File: config.mk
export PLATFORM = sky130hd
export DESIGN_NAME = led_pattern_ctl
export DESIGN_NICKNAME = d
export VERILOG_FILES = /design/src/rtl/led_pattern_ctl.sv
export SDC_FILE = /design/constraint.sdc
export NUM_CORES = 1
export LEC_CHECK = 0
export ABC_AREA = 1
export CORE_ASPECT_RATIO = 1.5
export CORE_UTILIZATION = 37
export CTS_CLUSTER_SIZE = 30
export DETAILED_ROUTE_END_ITERATION = 10
export DONT_BUFFER_PORTS = 1
export REMOVE_ABC_BUFFERS = 1
export SYNTH_ARGS = -nofsm -noshare
export SYNTH_HDL_FRONTEND = slang
export SYNTH_SLANG_ARGS = --single-unit
File: constraint.sdc
create_clock -name clk -period 2.3 [get_ports clk]
set_input_delay 0.345 -clock clk [delete_from_list [all_inputs] [get_ports clk]]
set_output_delay 0.345 -clock clk [all_outputs]
set_load 0.1 [all_outputs]
File: src/rtl/led_pattern_ctl.sv
// led_pattern_ctl: four-LED pattern generator with off, blink, running
// light and PWM breathing modes.
//   clk   - system clock, all state updates on the rising edge
//   rst   - asynchronous, active-high reset
//   ctrl  - mode select (0 off, 1 blink, 2 running, 3 breathing)
//   led   - registered LED drive, 1 = lit
module led_pattern_ctl #(
    parameter logic [23:0] TICK_CNT   = 24'd6_000_000,
    parameter logic [7:0]  BREATH_DIV = 8'd92
) (
    input  logic       clk,
    input  logic       rst,
    input  logic [1:0] ctrl,
    output logic [3:0] led
);

    typedef enum logic [1:0] {
        M_OFF    = 2'd0,
        M_BLINK  = 2'd1,
        M_RUN    = 2'd2,
        M_BREATH = 2'd3
    } mode_e;

    typedef enum logic {
        DIR_UP = 1'b0,
        DIR_DN = 1'b1
    } dir_e;

    mode_e       mode_q, mode_d;
    logic [23:0] tick_cnt_q, tick_cnt_d;
    logic        phase_q, phase_d;
    logic [3:0]  pos_q, pos_d;
    logic [7:0]  pwm_cnt_q, pwm_cnt_d;
    logic [7:0]  div_cnt_q, div_cnt_d;
    logic [7:0]  duty_q, duty_d;
    dir_e        dir_q, dir_d;
    logic [3:0]  led_q, led_d;

    logic chg;
    logic tick;
    logic pwm_wrap;
    logic div_done;

    assign chg      = (ctrl != mode_q);
    assign tick     = (tick_cnt_q == TICK_CNT - 24'd1);
    assign pwm_wrap = (pwm_cnt_q == 8'hFF);
    assign div_done = (div_cnt_q == BREATH_DIV - 8'd1);

    assign led = led_q;

    always_ff @(posedge clk or posedge rst) begin
        if (rst) begin
            mode_q     <= M_OFF;
            tick_cnt_q <= '0;
            phase_q    <= 1'b0;
            pos_q      <= 4'b0001;
            pwm_cnt_q  <= '0;
            div_cnt_q  <= '0;
            duty_q     <= '0;
            dir_q      <= DIR_UP;
            led_q      <= '0;
        end else begin
            mode_q     <= mode_d;
            tick_cnt_q <= tick_cnt_d;
            phase_q    <= phase_d;
            pos_q      <= pos_d;
            pwm_cnt_q  <= pwm_cnt_d;
            div_cnt_q  <= div_cnt_d;
            duty_q     <= duty_d;
            dir_q      <= dir_d;
            led_q      <= led_d;
        end
    end

    always_comb begin
        mode_d     = mode_e'(ctrl);
        tick_cnt_d = tick_cnt_q;
        phase_d    = phase_q;
        pos_d      = pos_q;
        pwm_cnt_d  = pwm_cnt_q;
        div_cnt_d  = div_cnt_q;
        duty_d     = duty_q;
        dir_d      = dir_q;
        led_d      = led_q;

        if (chg) begin
            // Restart the pattern; led keeps its value for this one cycle
            // so neither the old nor a half-initialised pattern leaks out.
            tick_cnt_d = '0;
            phase_d    = 1'b0;
            pos_d      = 4'b0001;
            pwm_cnt_d  = '0;
            div_cnt_d  = '0;
            duty_d     = '0;
            dir_d      = DIR_UP;
        end else begin
            unique case (mode_q)
                M_OFF: begin
                    led_d = 4'b0000;
                end
                M_BLINK: begin
                    tick_cnt_d = tick ? 24'd0 : tick_cnt_q + 24'd1;
                    if (tick) begin
                        phase_d = ~phase_q;
                    end
                    led_d = {4{phase_q}};
                end
                M_RUN: begin
                    tick_cnt_d = tick ? 24'd0 : tick_cnt_q + 24'd1;
                    if (tick) begin
                        pos_d = {pos_q[2:0], pos_q[3]};
                    end
                    led_d = pos_q;
                end
                M_BREATH: begin
                    pwm_cnt_d = pwm_cnt_q + 8'd1;
                    led_d     = {4{pwm_cnt_q < duty_q}};
                    if (pwm_wrap) begin
                        if (div_done) begin
                            div_cnt_d = '0;
                            // Reverse at the ends instead of wrapping.
                            if (dir_q == DIR_UP) begin
                                if (duty_q == 8'hFF) begin
                                    dir_d  = DIR_DN;
                                    duty_d = 8'hFE;
                                end else begin
                                    duty_d = duty_q + 8'd1;
                                end
                            end else begin
                                if (duty_q == 8'h00) begin
                                    dir_d  = DIR_UP;
                                    duty_d = 8'h01;
                                end else begin
                                    duty_d = duty_q - 8'd1;
                                end
                            end
                        end else begin
                            div_cnt_d = div_cnt_q + 8'd1;
                        end
                    end
                end
                default: begin
                    led_d = 4'b0000;
                end
            endcase
        end
    end

endmodule

Yosys cells after proc, flatten, opt, wreduce, memory -nomap -nowiden
Cells that the tools add are included.
{"block": "totals", "ff_bits": 60, "latch_bits": 0, "mem_bits_rw": 0, "romBits": 0, "input_bits": 4, "out_inout_bits": 4, "wordCells": 68, "n_memories": 0}
{"block": "classes", "addsub": 5, "n_mul": 0, "div": 0, "order_cmp": 1, "n_eq_ne": 8, "n_shift": 0, "muxes": 30, "bitwise": 1, "n_reduce_logical": 14}
{"operator": "2-to-1 mux 8 bit", "count": 13}
{"operator": "2-to-1 mux 24 bit", "count": 3}
{"operator": "adder 24 x 1 -> 24 bit, second input constant", "count": 1}
{"operator": "adder 8 x 1 -> 8 bit, second input constant", "count": 3}
{"operator": "equality test 24 x 23 -> 1 bit, second input constant", "count": 1}
{"operator": "equality test 8 bit, second input constant", "count": 2}
{"operator": "one-hot mux 4 bit (4 select lines)", "count": 1}
{"operator": "nonzero test 2 bit", "count": 7}
{"operator": "2-to-1 mux 4 bit", "count": 3}
{"operator": "2-to-1 mux 1 bit", "count": 10}
{"operator": "equality test 8 x 7 -> 1 bit, second input constant", "count": 1}
{"operator": "zero test 8 bit", "count": 1}
{"operator": "< comparator 8 bit", "count": 1}
{"operator": "subtractor 8 x 1 -> 8 bit, second input constant", "count": 1}
{"operator": "AND reduction 2 bit", "count": 3}
{"operator": "equality test 2 bit, second input constant", "count": 2}
{"operator": "AND reduction 3 bit", "count": 1}
{"operator": "equality test 2 x 1 -> 1 bit, second input constant", "count": 1}
{"operator": "zero test 2 bit", "count": 1}
{"operator": "inequality test 2 bit", "count": 1}
{"operator": "OR reduction 2 bit", "count": 1}
{"operator": "NOT 1 bit", "count": 1}

Depth between registers and ports, before layout
Gate-level depths: netlist of the first run.
{"block": "logic_depth", "word_depth": 7, "mapped_depth": 12}

Worst setup path after synthesis of the first run
No wires, ideal clock.
{"block": "synth_timing", "path_kind": "register to register", "start": "register mode_q[0]", "end": "register div_cnt_q[5]", "setup_time_ns": 0.119, "t_arrival_ns": 1.515, "t_required_ns": 2.181, "path_slack_ns": 0.666, "path_stages_with_launch": 10, "path_buffers": 1, "cell_sequence": "dfrtp_1 ha_1 nand2_2 nor2_4 nand4_4 nand2_2 buf_6 nand2_2 o21ai_1 nor2_2"}
{"block": "synth_via", "elab_chain_len": 3, "word_cells_on_any_way": 6}
{"element": "start: declaration", "line_no": "29", "rtl": "mode_e mode_q, mode_d;"}
{"element": "start signal: assignment", "line_no": "63", "rtl": "mode_q <= mode_d;"}
{"element": "inequality test 2 bit / equality test 2 bit (equally long branches)", "line_no": "44, 97"}
{"element": "nonzero test 2 bit (no line)"}
{"element": "AND reduction 2 bit (no line)"}
{"element": "end signal: assignment", "line_no": "68", "rtl": "div_cnt_q <= div_cnt_d;"}
{"element": "end: declaration", "line_no": "34", "rtl": "logic [7:0] div_cnt_q, div_cnt_d;"}
Parallel ways exist; a longest one is shown, timed or not.
A chain may end at the register's enable or synchronous reset.

Worst setup path after layout of the first run
Ends and elaborated chain as after synthesis.

==> results of run 1 <==
## metal layers
metal | vias up | GRT usage (%)
li1 | 1873 | -
met1 | 1707 | 20.3
met2 | 47 | 35.6
met3 | 23 | 2.44
met4 | 0 | 13.4
met5 | - | 0
## logic make-up (layout without fill, tap and decap cells)
group / after synthesis / in the layout / share of synthesized area, %
compound gates: 47 / 47 / 6.63
xor+xnor: 15 / 15 / 3.31
fa+ha+maj: 17 / 17 / 5.36
buf+inv: 82 / 102 / 8.23
flops: 60 / 60 / 37.9
simple gates: 359 / 359 / 38.6
## power breakdown
part | switching, mW | leakage [nW] | total [mW] | internal (mW)
clock network | 0.486 | 0.131 | 1.32 | 0.835
logic | 0.266 | 1.24 | 0.368 | 0.101
registers | 0.0256 | 0.827 | 1.11 | 1.08
total | 0.778 | 2.20 | 2.80 | 2.02
## flip-flops by register name (all words and copies together) (netlist names)
register and count:
tick_cnt_q 24, div_cnt_q 8, duty_q 8, pwm_cnt_q 8
led 4, pos_q 4, mode_q 2, dir_q 1
phase_q 1
## cells in the mapped netlist
cell      number  area, um^2
nand3b_1       4        30.0
o22ai_1        3        18.8
nand4_4        1        21.3
o21bai_1       1        7.51
nor2_4         1        11.3
nand2_1      189         709
clkbuf_2       1        5.00
buf_2          5        25.0
nor2_2         2        12.5
o21ai_2        1        8.76
and3_1         2        12.5
a21o_1         1        7.51
buf_4          1        7.51
dfrtp_1       59        1480
nor3_1        11        55.1
buf_6          1        11.3
clkinv_1       1        3.75
inv_2          1        3.75
xnor2_1        2        17.5
dfstp_2        1        26.3
nand3_1       47         235
o21ai_0       19        95.1
xor2_1        13         114
o21ai_1        4        20.0
a21oi_1       15        75.1
inv_1         71         267
a31oi_1        1        6.26
nor3b_1        2        15.0
ha_1          17         213
nand2_2        7        43.8
o21ai_4        1        16.3
clkbuf_1       1        3.75
nand4_1       14        87.6
o21a_1         1        7.51
nor2_1        79         297
## worst min path at each step
stage / endpoint / cells past startpoint / from / slack (ns)
after floorplan: mode_q[0] / 0 / ctrl[0] / 0.38
after global placement: tick_cnt_q[12] / 1 / rst / 0.33
after detailed placement: tick_cnt_q[12] / 1 / rst / 0.33
after CTS: mode_q[0] / 0 / ctrl[0] / 0.02
after global routing: mode_q[0] / 0 / ctrl[0] / 0.02
final: mode_q[0] / 0 / ctrl[0] / 0.04
## cells in the final DEF, fill, tap and decap left out, types with 2 or more instances in the layout
master,count
o21ai_0,19
dfrtp_1,59
inv_1,70
nor3b_1,2
o21ai_1,4
nand3b_1,4
xor2_1,13
nor3_1,11
clkinvlp_4,4
nor2_2,2
xnor2_1,2
and3_1,2
ha_1,17
nand4_1,14
nand2_1,189
nand3_1,47
nor2_1,79
a21oi_1,15
o22ai_1,3
inv_2,2
clkbuf_16,9
nand2_2,7
buf_4,12
## worst max-delay path, cell delays in order, from the launching register on
cell,delay [ns]
dfrtp_1,0.45
ha_1,0.33
nand2_2,0.09
nor2_4,0.16
nand4_4,0.15
nand2_2,0.22
nand2_2,0.17
o21ai_1,0.16
nor2_2,0.06
## layout make-up
type / instances / area (um^2) / share of cell area (%)
clock buffer: 10 / 229 / 5.11
timing repair buffer: 13 / 100 / 2.23
tap: 141 / 176 / 3.93
sequential: 60 / 1500 / 33.5
clock inverter: 6 / 65.1 / 1.45
inverter: 73 / 274 / 6.11
multi-input combinational: 438 / 2140 / 47.7
==> key figures, run 1 <==
Route
  – Highest Signal Layer: met4
  – Via density per instance: 4.93
  – Routed length per instance: 13.0 um
  – Total via count after detailed routing: 3,650
  – Met3 wire length: 178 um
  – Antenna-violating nets left: 0
  – DRC violation count after routing: 0
  – Met2 wirelength from detailed routing: 5260 um
  – Wl on met1: roughly 3800 um
  – First drt pass iteration count: 5
  – Number of DRC markers after the initial detailed-route iteration: 122
  – Final wirelength: 9600 um

Yosys
  – Area of the mapped netlist: between 0.003 and 0.004 mm^2
  – Proportion of synthesized chip area in sequential cells: around 38%
  – Number of warnings reported in the yosys synthesis log: 0
  – Cell count after synthesis: 580
  – Post-synthesis average cell area: 6.84 um^2
  – Count of unique library cells instantiated by Yosys: 35
  – Register bit total from synthesis: 60

Floorplanning
  – Full die area: 0.0111 mm^2
  – Core Footprint: 0.0102 mm^2
  – Die width: 86.5 um
  – Top-level port count: 8
  – Initial cell density of the core: 38.7%
  – Site Rows: 45
  – Die Span Y: 129 um

Setup path
  – Destination of the critical timing path: div_cnt_q[5]
  – Critical path fanouts, max: 11
  – Worst R2R Start: mode_q[0]
  – Element type at the critical path end: register
  – Worst-case register-to-register setup slack: 0.38 ns
  – FF-to-FF End: div_cnt_q[5]
  – Cells on worst reg2reg path: 8
  – Startpoint-to-endpoint class of the critical path: reg2reg
  – Critical path startpoint category: register
  – Arrival time worst endpoint: 2.14 ns
  – WP data required: 2.52 ns
  – Worst setup path start: mode_q[0]

STA
  – Min cycle time layout: 1.92 ns
  – Max-slew violation count: 0
  – Max Clock Freq: between 500 and 600 MHz
  – Transition time at the pin with the least slew margin: 0.581 ns
  – Total negative slack: 0 ns
  – Relative slew slack: 61.2%
  – Final worst hold slack: 0.0367 ns
  – Final critical-path setup slack: 0.377 ns
  – Final setup vio count: 0
  – Final worst clock skew: ~0.0071 ns
  – Final cycle utilization of the critical path: between 80% and 90%
  – Setup repair after global routing missed its margin: no
  – Number of hold violations in the final report: 0

CTS
  – Clock net sink count: 60
  – CTS tree: yes
  – Clock insertion delay at the later pin of the skew report: 0.33 ns
  – Number of buffers inserted during clock tree synthesis: 9
  – Maximum root-to-sink buffer count: 2
  – Resized cells post-CTS: 0
  – Buffer type at the clock tree root: clkbuf_16
  – Post-CTS Setup Repair Bufs: 0
  – Maximum level of the CTS H-tree: 3
  – Number of hold-repair buffers added at the cts stage: 1
  – CTS clk-pin slew, worst paths: 0.05 ns

Place
  – Port Buf Inserts: 0
  – Pre-CTS setup slack: 0.388 ns
  – Cell total after placement: 724
  – Detail Placement HPWL: 7520 um
  – Routability congestion estimate: 0.919
  – Placement Cell Area: 0.00418 mm^2

Finish
  – Fraction of layout cells with a size suffix above 1: 7.17%
  – Area grow syn2layout: 13.1%
  – Count of filler cells inserted in the layout: roughly 1.1k
  – NumNets Final: 616
  – Finished Core Util: between 40% and 50%
  – Design Area, Final: 0.00448 mm^2
  – Antenna cell count: 0
  – Cell Count, Final, Fillers Out: 741

Global routing
  – Number of global-route vias before repair: 3,636
  – First-pass GRT wire length: 16,500 um
  – Global Route Usage Sum: 19.4%
  – GRT Residual Overflow: 0
  – Number of antenna violations at the first check in global routing: 0
  – Largest net degree at the start of global routing: 27

Power
  – Power consumption: 2.80 mW
  – Cell leakage power: 2.20 nW
  – Total power per unit cell area: 624 mW/mm^2
  – Worst voltage drop across the vdd grid: 0.358 mV

Worst hold path
  – Type of the most critical hold path: in2reg

Outcome
  – Result of the run: finished clean

Run
  – Total of max-cap violations: 0
No activity file was read; power rests on OpenSTA's default activity.
==> run 2, diff against run 1 <==
Clock period 2.3 ns to 1.7 ns, I/O delays scaled along.
==> run 2 against run 1 <==
  * Clock power grew 55%
  * Wire length grew 6.0%
  * Worst hold slack gained 0.32 ns
==> key figures, run 2 (synthesis gave the netlist of run 1 again) <==
Place
  – Placement Cell Area: 0.00436 mm^2
  – Routability congestion estimate: roughly 0.93
  – Cell total after placement: 745
  – Port Buf Inserts: 0
  – Detail Placement HPWL: 7600 um

Route
  – Via density per instance: approximately 5.0
  – Final wirelength: 10,200 um
  – DRC violation count after routing: 0
  – Routed length per instance: 13.2 um
  – First drt pass iteration count: 4
  – Antenna-violating nets left: 0
  – Total via count after detailed routing: 3,844
  – Number of DRC markers after the initial detailed-route iteration: about 160

Global routing
  – GRT Residual Overflow: 0
  – Largest net degree at the start of global routing: 37
  – Global Route Usage Sum: 19.8%
  – First-pass GRT wire length: 16,900 um
  – Number of global-route vias before repair: 3,664
  – Number of antenna violations at the first check in global routing: 0

CTS
  – CTS clk-pin slew, worst paths: 0.05 ns
  – Clock insertion delay at the later pin of the skew report: 0.33 ns
  – Maximum level of the CTS H-tree: 3
  – Maximum root-to-sink buffer count: 2
  – CTS tree: yes
  – Clock net sink count: 60
  – Buffer type at the clock tree root: clkbuf_16
  – Number of buffers inserted during clock tree synthesis: 9

Power
  – Total power per unit cell area: 854 mW/mm^2
  – Logic gate share of total power: 14.7%
  – Worst voltage drop across the vdd grid: 0.542 mV
  – Net switching fraction of the power: 26.3%
  – Net switching power: around 1.1 mW
  – Power consumption: roughly 4.2 mW
  – Cell leakage power: 2.41 nW
  – Fraction of power consumed by the clock network: about half
  – Relative contribution of sequential cells to total power: 35.9%
  – Pint: 3.07 mW

Finish
  – Most common library cell in the layout ignoring fill and taps: nand2_1
  – Largest register by flop count: tick_cnt_q
  – Max FFs per register: 24
  – Design Area, Final: 0.00487 mm^2
  – NumNets Final: 645
  – Cell Count, Final, Fillers Out: slightly below 800
  – Fraction of layout cells with a size suffix above 1: 14.1%
  – Leading cell types in the layout, fill and taps excluded: nand2_1, nor2_1, inv_1
  – Count of filler cells inserted in the layout: 1,059
  – Area grow syn2layout: 22.8%
  – Antenna cell count: 0
  – Finished Core Util: between 40% and 50%

Setup path
  – Element type at the critical path end: register
  – Critical path fanouts, max: 5
  – Cells on worst reg2reg path: 8
  – Critical path startpoint category: register
  – Arrival time worst endpoint: 1.84 ns
  – WP data required: 1.95 ns
  – Startpoint-to-endpoint class of the critical path: reg2reg

Floorplanning
  – Top-level port count: 8
  – Initial cell density of the core: 38.7%
  – Die width: approximately 87 um
  – Full die area: ~0.011 mm^2
  – Site Rows: 45
  – Die Span Y: approximately 130 um
  – Core Footprint: slightly above 0.01 mm^2

STA
  – Final setup vio count: 0
  – Min cycle time layout: between 1.5 and 2 ns
  – Transition time at the pin with the least slew margin: between 0.5 and 0.6 ns
  – Setup repair after global routing missed its margin: yes
  – Number of hold violations in the final report: 0
  – Relative slew slack: 60.1%
  – Final worst clock skew: 0.00724 ns
  – Total negative slack: 0 ns
  – Max Clock Freq: between 600 and 700 MHz
  – Final cycle utilization of the critical path: 93.7%
  – Max-slew violation count: 0

Outcome
  – Result of the run: finished clean

Worst hold path
  – Type of the most critical hold path: in2reg
  – Depth of the worst hold-timing path: 4

Run
  – Total of max-cap violations: 0
-- run 2: cell types whose count changed in the layout (fill, tap and decap cells not counted), sizes merged --
cell,delta
bufinv,+1
clkinvlp,-4
dlygate4sd3,+2
clkinv,+1
buf,+26
clkbuf,+2
nand2,+1
-- run 2: final cells by class --
cell class	count	area, um^2	area share [%]
multi-input combinational	439	2220	45.5
sequential	60	1510	30.9
tap	141	176	3.62
timing repair buffer	41	360	7.40
inverter	73	277	5.68
clock inverter	4	70.1	1.44
clock buffer	12	267	5.47
-- run 2: worst max-delay path, stage by stage (launching register included) --
cell and delay [ns]:
dfrtp_2 0.42, ha_2 0.23, nand2_2 0.07, nor2_4 0.12
nand4_4 0.14, o21ai_4 0.20, buf_12 0.13, nand2_2 0.08
o22ai_1 0.13
-- run 2: stage by stage --
| step | setup WS, ns | hold slack [ns] |
|---|---|---|
| 2_1_floorplan | -0.159 | 0.286 |
| 3_3_place_gp | 0.00284 | 0.233 |
| 3_5_place_dp | -0.0775 | 0.251 |
| 4_1_cts | 0.0291 | 0.364 |
| 5_1_grt | -0.0147 | 0.386 |
| 6_report | 0.106 | 0.360 |
-- run 2: final timing paths --
check / start / endpoint / slack [ns]
worst max-delay path: mode_q[0] / duty_q[1] / 0.11
max in group asynchronous: rst / duty_q[2] / 0.64
min in group asynchronous: rst / tick_cnt_q[17] / 0.45
worst max register to register: mode_q[0] / duty_q[1] / 0.11
worst min register to register: led[0] / led[0] / 0.48
worst min-delay path: ctrl[0] / pwm_cnt_q[1] / 0.36
-- run 2: per-layer routing --
metal,global-route usage (%),up-vias,part of all wire [%]
li1,-,1929,-
met2,37.4,72,54
met4,9.31,0,2.6
met3,4.17,19,2.7
met1,20.6,1824,40
met5,0,-,0
-- run 2: power by group through the flow --
stage               registers (mW)  clock network, mW  logic [mW]
floorplan                     1.61                  0       0.270
global placement              1.52                  0       0.546
detailed placement            1.52                  0       0.553
CTS                           1.49               2.11       0.581
global route                  1.50               2.19       0.675
finish                        1.49               2.05       0.613
-- run 2: repair_timing --
| action | 4_1_cts | 5_1_grt |
|---|---|---|
| cloned | 0 | 1 |
| gates resized for setup | 5 | 21 |
| buffers inserted | 2 | 3 |
| pin swaps | 1 | 4 |
| hold buffers | 3 | 0 |
| endpoints found under the setup margin | 18 | 36 |
| hold endpoints to repair | 25 | 0 |
